File: config.mk
export PLATFORM = sky130hd
export DESIGN_NAME = rggen_axi4lite_bridge_flat
export DESIGN_NICKNAME = d
export VERILOG_FILES = /design/src/rtl/rggen_rtl_pkg.sv /design/src/rtl/rggen_bus_if.sv /design/src/rtl/rggen_axi4lite_write_joiner.sv /design/src/rtl/rggen_axi4lite_bridge.sv /design/src/flat_wrapper.sv
export SDC_FILE = /design/constraint.sdc
export NUM_CORES = 1
export LEC_CHECK = 0
export CAP_MARGIN = 30
export CORE_MARGIN = 2
export CORE_UTILIZATION = 47
export DETAILED_ROUTE_END_ITERATION = 6
export PLACE_DENSITY = 0.81
export SLEW_MARGIN = 10
export SYNTH_ARGS = -nofsm -noshare
export SYNTH_HDL_FRONTEND = slang
export SYNTH_HIERARCHICAL = 1
export SYNTH_SLANG_ARGS = --single-unit
File: constraint.sdc
create_clock -name i_clk -period 5.5 [get_ports i_clk]
set_input_delay 1.1 -clock i_clk [delete_from_list [all_inputs] [get_ports i_clk]]
set_output_delay 1.1 -clock i_clk [all_outputs]
set_load 0.005 [all_outputs]
File: src/rtl/rggen_rtl_pkg.sv
// Shared rggen bus types plus the AXI4-Lite bridge FSM state and status-to-resp mapping.
package rggen_rtl_pkg;

  typedef enum logic [1:0] {
    RGGEN_READ  = 2'b00,
    RGGEN_WRITE = 2'b01
  } rggen_access;

  typedef enum logic [1:0] {
    RGGEN_OKAY         = 2'b00,
    RGGEN_EXOKAY       = 2'b01,
    RGGEN_SLAVE_ERROR  = 2'b10,
    RGGEN_DECODE_ERROR = 2'b11
  } rggen_status;

  typedef enum logic [1:0] {
    IDLE,
    BUS_ACCESS,
    WRITE_RESPONSE,
    READ_RESPONSE
  } rggen_axi4lite_bridge_state;

  function automatic logic [1:0] rggen_status_to_axi_resp(rggen_status status);
    case (status)
      RGGEN_OKAY:         return 2'b00;
      RGGEN_EXOKAY:       return 2'b01;
      RGGEN_SLAVE_ERROR:  return 2'b10;
      RGGEN_DECODE_ERROR: return 2'b11;
      default:            return 2'b00;
    endcase
  endfunction

endpackage

File: src/rtl/rggen_bus_if.sv
// Single-request register bus between protocol front ends and the register adapter.
interface rggen_bus_if #(
  parameter int ADDRESS_WIDTH = 8,
  parameter int BUS_WIDTH     = 32
);
  import rggen_rtl_pkg::*;

  logic                     valid;
  rggen_access              access;
  logic [ADDRESS_WIDTH-1:0] address;
  logic [BUS_WIDTH-1:0]     write_data;
  logic [BUS_WIDTH/8-1:0]   strobe;
  logic                     ready;
  rggen_status              status;
  logic [BUS_WIDTH-1:0]     read_data;

  modport master (
    output valid, access, address, write_data, strobe,
    input  ready, status, read_data
  );

  modport slave (
    input  valid, access, address, write_data, strobe,
    output ready, status, read_data
  );
endinterface

File: src/rtl/rggen_axi4lite_write_joiner.sv
// Latches AW and W independently; complete is high once both are held or arrive this cycle.
// Each buffer takes one beat while accept is high and hold is low; clear empties both.
module rggen_axi4lite_write_joiner #(
  parameter int ADDRESS_WIDTH = 8,
  parameter int BUS_WIDTH     = 32
)(
  input  logic                     clk,
  input  logic                     rst_n,
  input  logic                     accept,
  input  logic                     hold,
  input  logic                     clear,
  input  logic                     awvalid,
  output logic                     awready,
  input  logic [ADDRESS_WIDTH-1:0] awaddr,
  input  logic                     wvalid,
  output logic                     wready,
  input  logic [BUS_WIDTH-1:0]     wdata,
  input  logic [BUS_WIDTH/8-1:0]   wstrb,
  output logic                     empty,
  output logic                     complete,
  output logic [ADDRESS_WIDTH-1:0] address,
  output logic [BUS_WIDTH-1:0]     data,
  output logic [BUS_WIDTH/8-1:0]   strobe
);
  logic                     aw_full;
  logic                     w_full;
  logic [ADDRESS_WIDTH-1:0] aw_addr;
  logic [BUS_WIDTH-1:0]     w_data;
  logic [BUS_WIDTH/8-1:0]   w_strb;
  logic                     aw_take;
  logic                     w_take;

  assign awready  = accept && !aw_full && !hold;
  assign wready   = accept && !w_full && !hold;
  assign aw_take  = awvalid && awready;
  assign w_take   = wvalid && wready;
  assign empty    = !aw_full && !w_full;
  assign complete = (aw_full || aw_take) && (w_full || w_take);

  // Bypass lets a write whose last half arrives this cycle be issued on the next edge.
  assign address = aw_full ? aw_addr : awaddr;
  assign data    = w_full ? w_data : wdata;
  assign strobe  = w_full ? w_strb : wstrb;

  always_ff @(posedge clk or negedge rst_n) begin
    if (!rst_n) begin
      aw_full <= 1'b0;
      w_full  <= 1'b0;
      aw_addr <= '0;
      w_data  <= '0;
      w_strb  <= '0;
    end else if (clear) begin
      aw_full <= 1'b0;
      w_full  <= 1'b0;
    end else begin
      if (aw_take) begin
        aw_full <= 1'b1;
        aw_addr <= awaddr;
      end
      if (w_take) begin
        w_full <= 1'b1;
        w_data <= wdata;
        w_strb <= wstrb;
      end
    end
  end
endmodule

File: src/rtl/rggen_axi4lite_bridge.sv
// AXI4-Lite slave to rggen_bus_if master, one transaction outstanding; request 1 cycle after accept.
// Readies drop while busy; response held until B/R handshake. Option: RGGEN_AXI4LITE_BRIDGE_TIMEOUT_EN.
module rggen_axi4lite_bridge
  import rggen_rtl_pkg::*;
#(
  parameter int ADDRESS_WIDTH  = 8,
  parameter int BUS_WIDTH      = 32,
  parameter int WRITE_FIRST    = 1,
  parameter int TIMEOUT_CYCLES = 255
)(
  input  logic                     i_clk,
  input  logic                     i_rst_n,
  input  logic                     i_awvalid,
  output logic                     o_awready,
  input  logic [ADDRESS_WIDTH-1:0] i_awaddr,
  input  logic                     i_wvalid,
  output logic                     o_wready,
  input  logic [BUS_WIDTH-1:0]     i_wdata,
  input  logic [BUS_WIDTH/8-1:0]   i_wstrb,
  output logic                     o_bvalid,
  input  logic                     i_bready,
  output logic [1:0]               o_bresp,
  input  logic                     i_arvalid,
  output logic                     o_arready,
  input  logic [ADDRESS_WIDTH-1:0] i_araddr,
  output logic                     o_rvalid,
  input  logic                     i_rready,
  output logic [BUS_WIDTH-1:0]     o_rdata,
  output logic [1:0]               o_rresp,
  rggen_bus_if.master              bus_if
);
  rggen_axi4lite_bridge_state state;
  logic                     accept;
  logic                     prio_write;
  logic                     bus_valid;
  rggen_access              bus_access;
  logic [ADDRESS_WIDTH-1:0] bus_address;
  logic [BUS_WIDTH-1:0]     bus_write_data;
  logic [BUS_WIDTH/8-1:0]   bus_strobe;
  logic                     wr_empty;
  logic                     wr_complete;
  logic                     wr_hold;
  logic                     wr_clear;
  logic [ADDRESS_WIDTH-1:0] wr_address;
  logic [BUS_WIDTH-1:0]     wr_data;
  logic [BUS_WIDTH/8-1:0]   wr_strobe;
  logic                     write_grant;
  logic                     read_grant;
  logic                     timeout;

  // The arbitration loser sees ready low: a favoured read blocks both write channels
  // on an empty joiner, a favoured write blocks AR while any write beat is offered.
  assign wr_hold     = wr_empty && i_arvalid && !prio_write;
  assign o_arready   = accept && wr_empty && (!(i_awvalid || i_wvalid) || !prio_write);
  assign write_grant = accept && wr_complete;
  assign read_grant  = i_arvalid && o_arready;
  assign wr_clear    = (state == BUS_ACCESS) && (bus_access == RGGEN_WRITE) &&
                       (bus_if.ready || timeout);

  rggen_axi4lite_write_joiner #(
    .ADDRESS_WIDTH (ADDRESS_WIDTH),
    .BUS_WIDTH     (BUS_WIDTH)
  ) u_write_joiner (
    .clk      (i_clk),
    .rst_n    (i_rst_n),
    .accept   (accept),
    .hold     (wr_hold),
    .clear    (wr_clear),
    .awvalid  (i_awvalid),
    .awready  (o_awready),
    .awaddr   (i_awaddr),
    .wvalid   (i_wvalid),
    .wready   (o_wready),
    .wdata    (i_wdata),
    .wstrb    (i_wstrb),
    .empty    (wr_empty),
    .complete (wr_complete),
    .address  (wr_address),
    .data     (wr_data),
    .strobe   (wr_strobe)
  );

`ifdef RGGEN_AXI4LITE_BRIDGE_TIMEOUT_EN
  localparam int TIMER_WIDTH = $clog2(TIMEOUT_CYCLES + 1);
  logic [TIMER_WIDTH-1:0] timer;

  assign timeout = (state == BUS_ACCESS) && !bus_if.ready &&
                   (timer == TIMER_WIDTH'(TIMEOUT_CYCLES - 1));

  always_ff @(posedge i_clk or negedge i_rst_n) begin
    if (!i_rst_n) begin
      timer <= '0;
    end else if ((state != BUS_ACCESS) || bus_if.ready || timeout) begin
      timer <= '0;
    end else begin
      timer <= timer + 1'b1;
    end
  end
`else
  logic unused_timeout_cfg;
  assign unused_timeout_cfg = ^TIMEOUT_CYCLES;
  assign timeout            = 1'b0;
`endif

  always_ff @(posedge i_clk or negedge i_rst_n) begin
    if (!i_rst_n) begin
      state          <= IDLE;
      accept         <= 1'b0;
      prio_write     <= (WRITE_FIRST != 0);
      bus_valid      <= 1'b0;
      bus_access     <= RGGEN_READ;
      bus_address    <= '0;
      bus_write_data <= '0;
      bus_strobe     <= '0;
      o_bvalid       <= 1'b0;
      o_bresp        <= 2'b00;
      o_rvalid       <= 1'b0;
      o_rresp        <= 2'b00;
      o_rdata        <= '0;
    end else begin
      case (state)
        IDLE: begin
          if (write_grant) begin
            state          <= BUS_ACCESS;
            accept         <= 1'b0;
            prio_write     <= 1'b0;
            bus_valid      <= 1'b1;
            bus_access     <= RGGEN_WRITE;
            bus_address    <= wr_address;
            bus_write_data <= wr_data;
            bus_strobe     <= wr_strobe;
          end else if (read_grant) begin
            state          <= BUS_ACCESS;
            accept         <= 1'b0;
            prio_write     <= 1'b1;
            bus_valid      <= 1'b1;
            bus_access     <= RGGEN_READ;
            bus_address    <= i_araddr;
            bus_write_data <= '0;
            bus_strobe     <= '1;
          end else begin
            accept <= 1'b1;
          end
        end
        BUS_ACCESS: begin
          if (bus_if.ready) begin
            bus_valid <= 1'b0;
            if (bus_access == RGGEN_WRITE) begin
              state    <= WRITE_RESPONSE;
              o_bvalid <= 1'b1;
              o_bresp  <= rggen_status_to_axi_resp(bus_if.status);
            end else begin
              state    <= READ_RESPONSE;
              o_rvalid <= 1'b1;
              o_rresp  <= rggen_status_to_axi_resp(bus_if.status);
              o_rdata  <= bus_if.read_data;
            end
          end else if (timeout) begin
            bus_valid <= 1'b0;
            if (bus_access == RGGEN_WRITE) begin
              state    <= WRITE_RESPONSE;
              o_bvalid <= 1'b1;
              o_bresp  <= 2'b10;
            end else begin
              state    <= READ_RESPONSE;
              o_rvalid <= 1'b1;
              o_rresp  <= 2'b10;
              o_rdata  <= '0;
            end
          end
        end
        WRITE_RESPONSE: begin
          if (i_bready) begin
            state    <= IDLE;
            o_bvalid <= 1'b0;
            accept   <= 1'b1;
          end
        end
        READ_RESPONSE: begin
          if (i_rready) begin
            state    <= IDLE;
            o_rvalid <= 1'b0;
            accept   <= 1'b1;
          end
        end
        default: state <= IDLE;
      endcase
    end
  end

  assign bus_if.valid      = bus_valid;
  assign bus_if.access     = bus_access;
  assign bus_if.address    = bus_address;
  assign bus_if.write_data = bus_write_data;
  assign bus_if.strobe     = bus_strobe;
endmodule

File: src/flat_wrapper.sv
// flat-port wrapper written by rule: the top's interface ports become plain ports
module rggen_axi4lite_bridge_flat import rggen_rtl_pkg::*;
#(
  parameter int ADDRESS_WIDTH  = 8,
  parameter int BUS_WIDTH      = 32,
  parameter int WRITE_FIRST    = 1,
  parameter int TIMEOUT_CYCLES = 255
)
  (i_clk, i_rst_n, i_awvalid, o_awready, i_awaddr, i_wvalid, o_wready, i_wdata, i_wstrb, o_bvalid, i_bready, o_bresp, i_arvalid, o_arready, i_araddr, o_rvalid, i_rready, o_rdata, o_rresp, bus_if_valid, bus_if_access, bus_if_address, bus_if_write_data, bus_if_strobe, bus_if_ready, bus_if_status, bus_if_read_data);
  rggen_bus_if #(.ADDRESS_WIDTH(ADDRESS_WIDTH), .BUS_WIDTH(BUS_WIDTH)) bus_if_i ();
  input  logic i_clk;
  input  logic i_rst_n;
  input  logic i_awvalid;
  output logic o_awready;
  input  logic [ADDRESS_WIDTH-1:0] i_awaddr;
  input  logic i_wvalid;
  output logic o_wready;
  input  logic [BUS_WIDTH-1:0] i_wdata;
  input  logic [BUS_WIDTH/8-1:0] i_wstrb;
  output logic o_bvalid;
  input  logic i_bready;
  output logic [1:0] o_bresp;
  input  logic i_arvalid;
  output logic o_arready;
  input  logic [ADDRESS_WIDTH-1:0] i_araddr;
  output logic o_rvalid;
  input  logic i_rready;
  output logic [BUS_WIDTH-1:0] o_rdata;
  output logic [1:0] o_rresp;
  output wire logic [$bits(bus_if_i.valid)-1:0] bus_if_valid;
  output wire logic [$bits(bus_if_i.access)-1:0] bus_if_access;
  output wire logic [$bits(bus_if_i.address)-1:0] bus_if_address;
  output wire logic [$bits(bus_if_i.write_data)-1:0] bus_if_write_data;
  output wire logic [$bits(bus_if_i.strobe)-1:0] bus_if_strobe;
  input wire logic [$bits(bus_if_i.ready)-1:0] bus_if_ready;
  input wire logic [$bits(bus_if_i.status)-1:0] bus_if_status;
  input wire logic [$bits(bus_if_i.read_data)-1:0] bus_if_read_data;
  assign bus_if_valid = bus_if_i.valid;
  assign bus_if_access = bus_if_i.access;
  assign bus_if_address = bus_if_i.address;
  assign bus_if_write_data = bus_if_i.write_data;
  assign bus_if_strobe = bus_if_i.strobe;
  assign bus_if_i.ready = bus_if_ready;
  assign bus_if_i.status = bus_if_status;
  assign bus_if_i.read_data = bus_if_read_data;
  rggen_axi4lite_bridge #(.ADDRESS_WIDTH(ADDRESS_WIDTH), .BUS_WIDTH(BUS_WIDTH), .WRITE_FIRST(WRITE_FIRST), .TIMEOUT_CYCLES(TIMEOUT_CYCLES)) u_core (.i_clk(i_clk), .i_rst_n(i_rst_n), .i_awvalid(i_awvalid), .o_awready(o_awready), .i_awaddr(i_awaddr), .i_wvalid(i_wvalid), .o_wready(o_wready), .i_wdata(i_wdata), .i_wstrb(i_wstrb), .o_bvalid(o_bvalid), .i_bready(i_bready), .o_bresp(o_bresp), .i_arvalid(i_arvalid), .o_arready(o_arready), .i_araddr(i_araddr), .o_rvalid(o_rvalid), .i_rready(i_rready), .o_rdata(o_rdata), .o_rresp(o_rresp), .bus_if(bus_if_i));
endmodule
==> flow_metrics.py <==
metrics = {
    "worst_setup_path": {
        "crit-reg2reg-launch": "u_core/u_write_joiner/w_full",
        "timing.critical_path.buf_inv": 1,
        "cp_cell_instances": "nor2_1 -> nand2_1 -> nor2_1 -> nand2b_1 -> nor2_1 -> clkdlybuf4s50_1",
        "slowest_delay_ns": 0.97,
        "cpMaxStageDelayCell": "sky130_fd_sc_hd__dfrtp_2",
        "critical_path_required_ns": 4.40,
        "end_kind": "primary output",
        "critical_path.reg2reg.endpoint": "u_core/bus_if.write_data[25]",
        "crit_path_frequent_cell": "sky130_fd_sc_hd__nor2_1",
        "critical_path.top_delay_family": "flip-flops",
        "critPathLaunchType": "flip-flop",
        "critical_path_peak_fanout": 40,
        "arrival_ns": 2.71,
        "worst-r2r-cell-count": 9,
        "crit_type": "flip-flop to primary output",
        "worst-r2r-setup-slack_ns": 2.46,
    },
    "timing": {
        "unrepaired_setup_endpoints_after_global_routing": "no",
        "worstMarginPinSlew_ns": 0.9339,
        "period_minus_slack_ns": 3.809,
        "setup_tns_ns": 0,
        "final_slew_violations": 0,
        "worst_slew_margin_rel": 0.3774,
        "final_hold_viol_count": 0,
        "fin_hold_ws_ns": 0.4917,
        "final.setup_skew_ns": 0.01001,
        "fin_crit_sh": 0.6926,
        "highest_clock_rate_mhz": 262.5,
        "setup_violations": 0,
    },
    "synthesis": {
        "synth_top_cells_by_count": "133 x sky130_fd_sc_hd__dfrtp_1, 94 x sky130_fd_sc_hd__mux2_2, 32 x sky130_fd_sc_hd__a22o_1",
        "synth-warning-count": 6,
        "top_cell_type_s_share_of_synthesized_area": 0.5763,
        "netlist.top_cell.by_area": "sky130_fd_sc_hd__dfrtp_1",
        "post_syn_area_per_cell_um2": 14.85,
        "yosys.cell_count.top_type": "sky130_fd_sc_hd__dfrtp_1",
        "yosys.cell_types.count": 35,
        "synth_flop_cell": "sky130_fd_sc_hd__dfrtp_1",
        "yosysSeqAreaShare": 0.5808,
        "ys_top_cells_by_area": "sky130_fd_sc_hd__dfrtp_1 58%, sky130_fd_sc_hd__mux2_2 18%, sky130_fd_sc_hd__mux2_4 7.8%, sky130_fd_sc_hd__a22o_1 4.9%, sky130_fd_sc_hd__o221a_1 1.6%",
        "netlist_area_um2": 5776,
        "postSynthRegisterBits": 134,
        "synthArstFlopShare": 1.000,
        "synth_edf_count": 0,
        "synth.net_count": 483,
        "syn_inst": 389,
    },
    "run": {
        "maxCapViolCount": 0,
    },
    "detailed_routing": {
        "drt-wirelength-per-cell_um": 18.72,
        "detailroute.via_count": 3920,
        "drc_errors": 0,
        "drt_iter0_markers": 218,
        "drt-pass1-iter-count": 4,
        "wirelength_um": 13650,
        "via_per_inst": 5.377,
        "drt.antenna.violating_nets": 0,
    },
    "clock_network": {
        "worstSkewPairLatency_ns": 0.41,
        "cts.path.max_buffers": 2,
        "clock_pin_slew_on_the_worst_setup_and_hold_paths_ns": 0.06,
        "holdBufCountCts": 0,
        "post-cts-setup-buffer-count": 0,
        "cts_tree": "done",
        "root_buffer": "sky130_fd_sc_hd__clkbuf_16",
        "clkSinkCount": 134,
        "cts_max_level": 4,
        "cts_buffers": 17,
        "post_cts_resize_count": 0,
    },
    "grt": {
        "grt-ovfl-total": 0,
        "antenna_violations_before_repair": 0,
        "grt_max_degree": 78,
        "number_of_global_route_vias_before_repair": 4204,
        "grt_first_pass_wirelength_um": 21270,
        "grt_use_total": 0.2106,
    },
    "power": {
        "power_leakage_nw": 3.650,
        "switching_share": 0.2899,
        "power.density_cell_area_nw_per_um2": 586.3,
        "power_report.internal_total_mw": 3.426,
        "sequentialPowerShare": 0.372,
        "vdd_drop_max_v": 0.0002867,
        "switching_power_mw": 1.399,
        "clockPowerShare": 0.219,
        "power.share.combinational": 0.410,
    },
    "floorplan": {
        "start_util": 0.4808,
        "overall_die_width_um": 114.9,
        "dieHeight_um": 114.9,
        "fp.coreArea_um2": 12010,
        "placementRows": 40,
        "fp.dieArea_um2": 13190,
        "io_pins": 182,
    },
    "layout": {
        "layout_filler_cell_count": 859,
        "final_layout_size_suffix_gt1_frac": 0.2852,
        "ff_latch_area_um2": 3356,
        "area_taken_by_multi_input_logic_gates_um2": 2282,
        "antenna_cells": 0,
        "post-route-cell-area_um2": 8230,
        "area.growth.synth_to_final_pct": 42.50,
        "finish.net_count": 664,
    },
    "placed_design": {
        "dp_hpwl_um": 8927,
        "gp_congestion": 0.8124,
        "placement.cell_area_um2": 7659,
        "port_buffers": 180,
    },
    "status": {
        "status": "completed",
    },
    "min_path": {
        "hold_end": "u_core/bus_if.valid",
        "min_path_cells": 2,
        "min_from": "u_core/bus_if.valid",
        "holdCritPathClass": "flip-flop to flip-flop",
    },
}
==> area by class of cell <==
| type | instances | area share |
|---|---|---|
| clock buffer | 22 | 0.05762 |
| sequential | 134 | 0.4077 |
| multi-input combinational | 230 | 0.2773 |
| timing repair buffer | 184 | 0.2242 |
| tap | 147 | 0.02235 |
| clock inverter | 9 | 0.009425 |
| inverter | 3 | 0.001368 |
==> power groups by stage <==
stage | combinational, mW | sequential [mW] | clock (mW)
6_report | 1.98 | 1.79 | 1.06
5_1_grt | 2.11 | 1.86 | 1.11
4_1_cts | 1.98 | 1.80 | 1.08
3_5_place_dp | 1.96 | 1.80 | 0
3_3_place_gp | 1.91 | 1.78 | 0
2_1_floorplan | 1.15 | 1.71 | 0
==> how the worst max path moves through the flow <==
| stage | startpoint | end | slack [ns] | depth (start not counted) |
|---|---|---|---|---|
| 5_1_grt | u_core/u_write_joiner/w_full | o_wready | 1.50 | 6 |
| 3_3_place_gp | i_arvalid | o_wready | 1.76 | 6 |
| 3_5_place_dp | i_arvalid | o_wready | 1.72 | 6 |
| 4_1_cts | u_core/u_write_joiner/w_full | o_wready | 1.64 | 6 |
| 2_1_floorplan | i_arvalid | u_core/bus_if.write_data[0] | 2.73 | 9 |
| 6_report | u_core/u_write_joiner/w_full | o_wready | 1.69 | 6 |
==> layer usage <==
| metal | wire length (µm) | part of all wire | global-route usage | vias up |
|---|---|---|---|---|
| met2 | 6848 | 0.50 | 0.3455 | 117 |
| li1 | - | - | - | 1779 |
| met3 | 777 | 0.057 | 0.06747 | 15 |
| met4 | 223 | 0.016 | 0.08594 | 0 |
| met1 | 5799 | 0.42 | 0.2592 | 2009 |
| met5 | 0 | 0 | 0 | - |
==> logic make-up (layout without fill, tap and decap cells) <==
kind of cell    count (synthesis)  count (layout)  synth area share
flops                         134             134            0.5808
mux                           124             124            0.2613
compound gates                 60              60           0.08860
simple gates                   45              45           0.04420
buf+inv                        25             218           0.02448
other cells                     1               1         0.0006493
==> cell usage in the layout (no fill, tap or decap), types with 2 or more instances in the layout <==
master / instances
sky130_fd_sc_hd__buf_4: 3
sky130_fd_sc_hd__o22a_1: 4
sky130_fd_sc_hd__nor2_1: 12
sky130_fd_sc_hd__clkbuf_1: 2
sky130_fd_sc_hd__inv_1: 3
sky130_fd_sc_hd__clkbuf_8: 3
sky130_fd_sc_hd__o221a_1: 8
sky130_fd_sc_hd__nand2_1: 11
sky130_fd_sc_hd__o211ai_1: 3
sky130_fd_sc_hd__clkinv_2: 5
sky130_fd_sc_hd__mux2_4: 30
sky130_fd_sc_hd__o21a_1: 2
sky130_fd_sc_hd__a31oi_1: 2
sky130_fd_sc_hd__dfrtp_1: 132
sky130_fd_sc_hd__clkinvlp_4: 3
sky130_fd_sc_hd__a22o_1: 32
sky130_fd_sc_hd__o21ai_0: 4
sky130_fd_sc_hd__a21oi_1: 2
sky130_fd_sc_hd__clkdlybuf4s50_1: 179
sky130_fd_sc_hd__clkbuf_16: 17
sky130_fd_sc_hd__nand2b_1: 11
sky130_fd_sc_hd__mux2_2: 94
==> metrics by stage <==
step                setup WS, ns  total power [mW]  std cells  utilization
floorplan                  2.730             2.857        389            -
global placement           1.756             3.691        697       0.6376
detailed placement         1.719             3.758        697       0.6376
CTS                        1.643             4.848        728       0.6835
global route               1.496             5.082        729       0.6852
finish                     1.691             4.825        729       0.6852
==> state kept, by name (all words and copies together) (netlist names) <==
| register | cells |
|---|---|
| u_core/bus_if.access | 1 |
| u_core/prio_write | 1 |
| u_core/bus_if.strobe | 4 |
| u_core/u_write_joiner/aw_addr | 8 |
| u_core/bus_if.valid | 1 |
| u_core/u_write_joiner/w_data | 32 |
| u_core/u_write_joiner/aw_full | 1 |
| u_core/state | 2 |
| u_core/u_write_joiner/w_full | 1 |
| u_core/o_rdata | 32 |
| u_core/u_write_joiner/w_strb | 4 |
| u_core/bus_if.write_data | 32 |
| u_core/accept | 1 |
| u_core/bus_if.address | 8 |
| u_core/o_bresp | 2 |
| u_core/o_rvalid | 1 |
| u_core/o_rresp | 2 |
| u_core/o_bvalid | 1 |
==> worst min-delay path, cell delays in order, from the launching register on <==
cell	delay, ns
sky130_fd_sc_hd__dfrtp_1	0.35
sky130_fd_sc_hd__nand2_1	0.05
sky130_fd_sc_hd__nand2_1	0.06
Note: power is estimated with default switching activity, not from simulation.
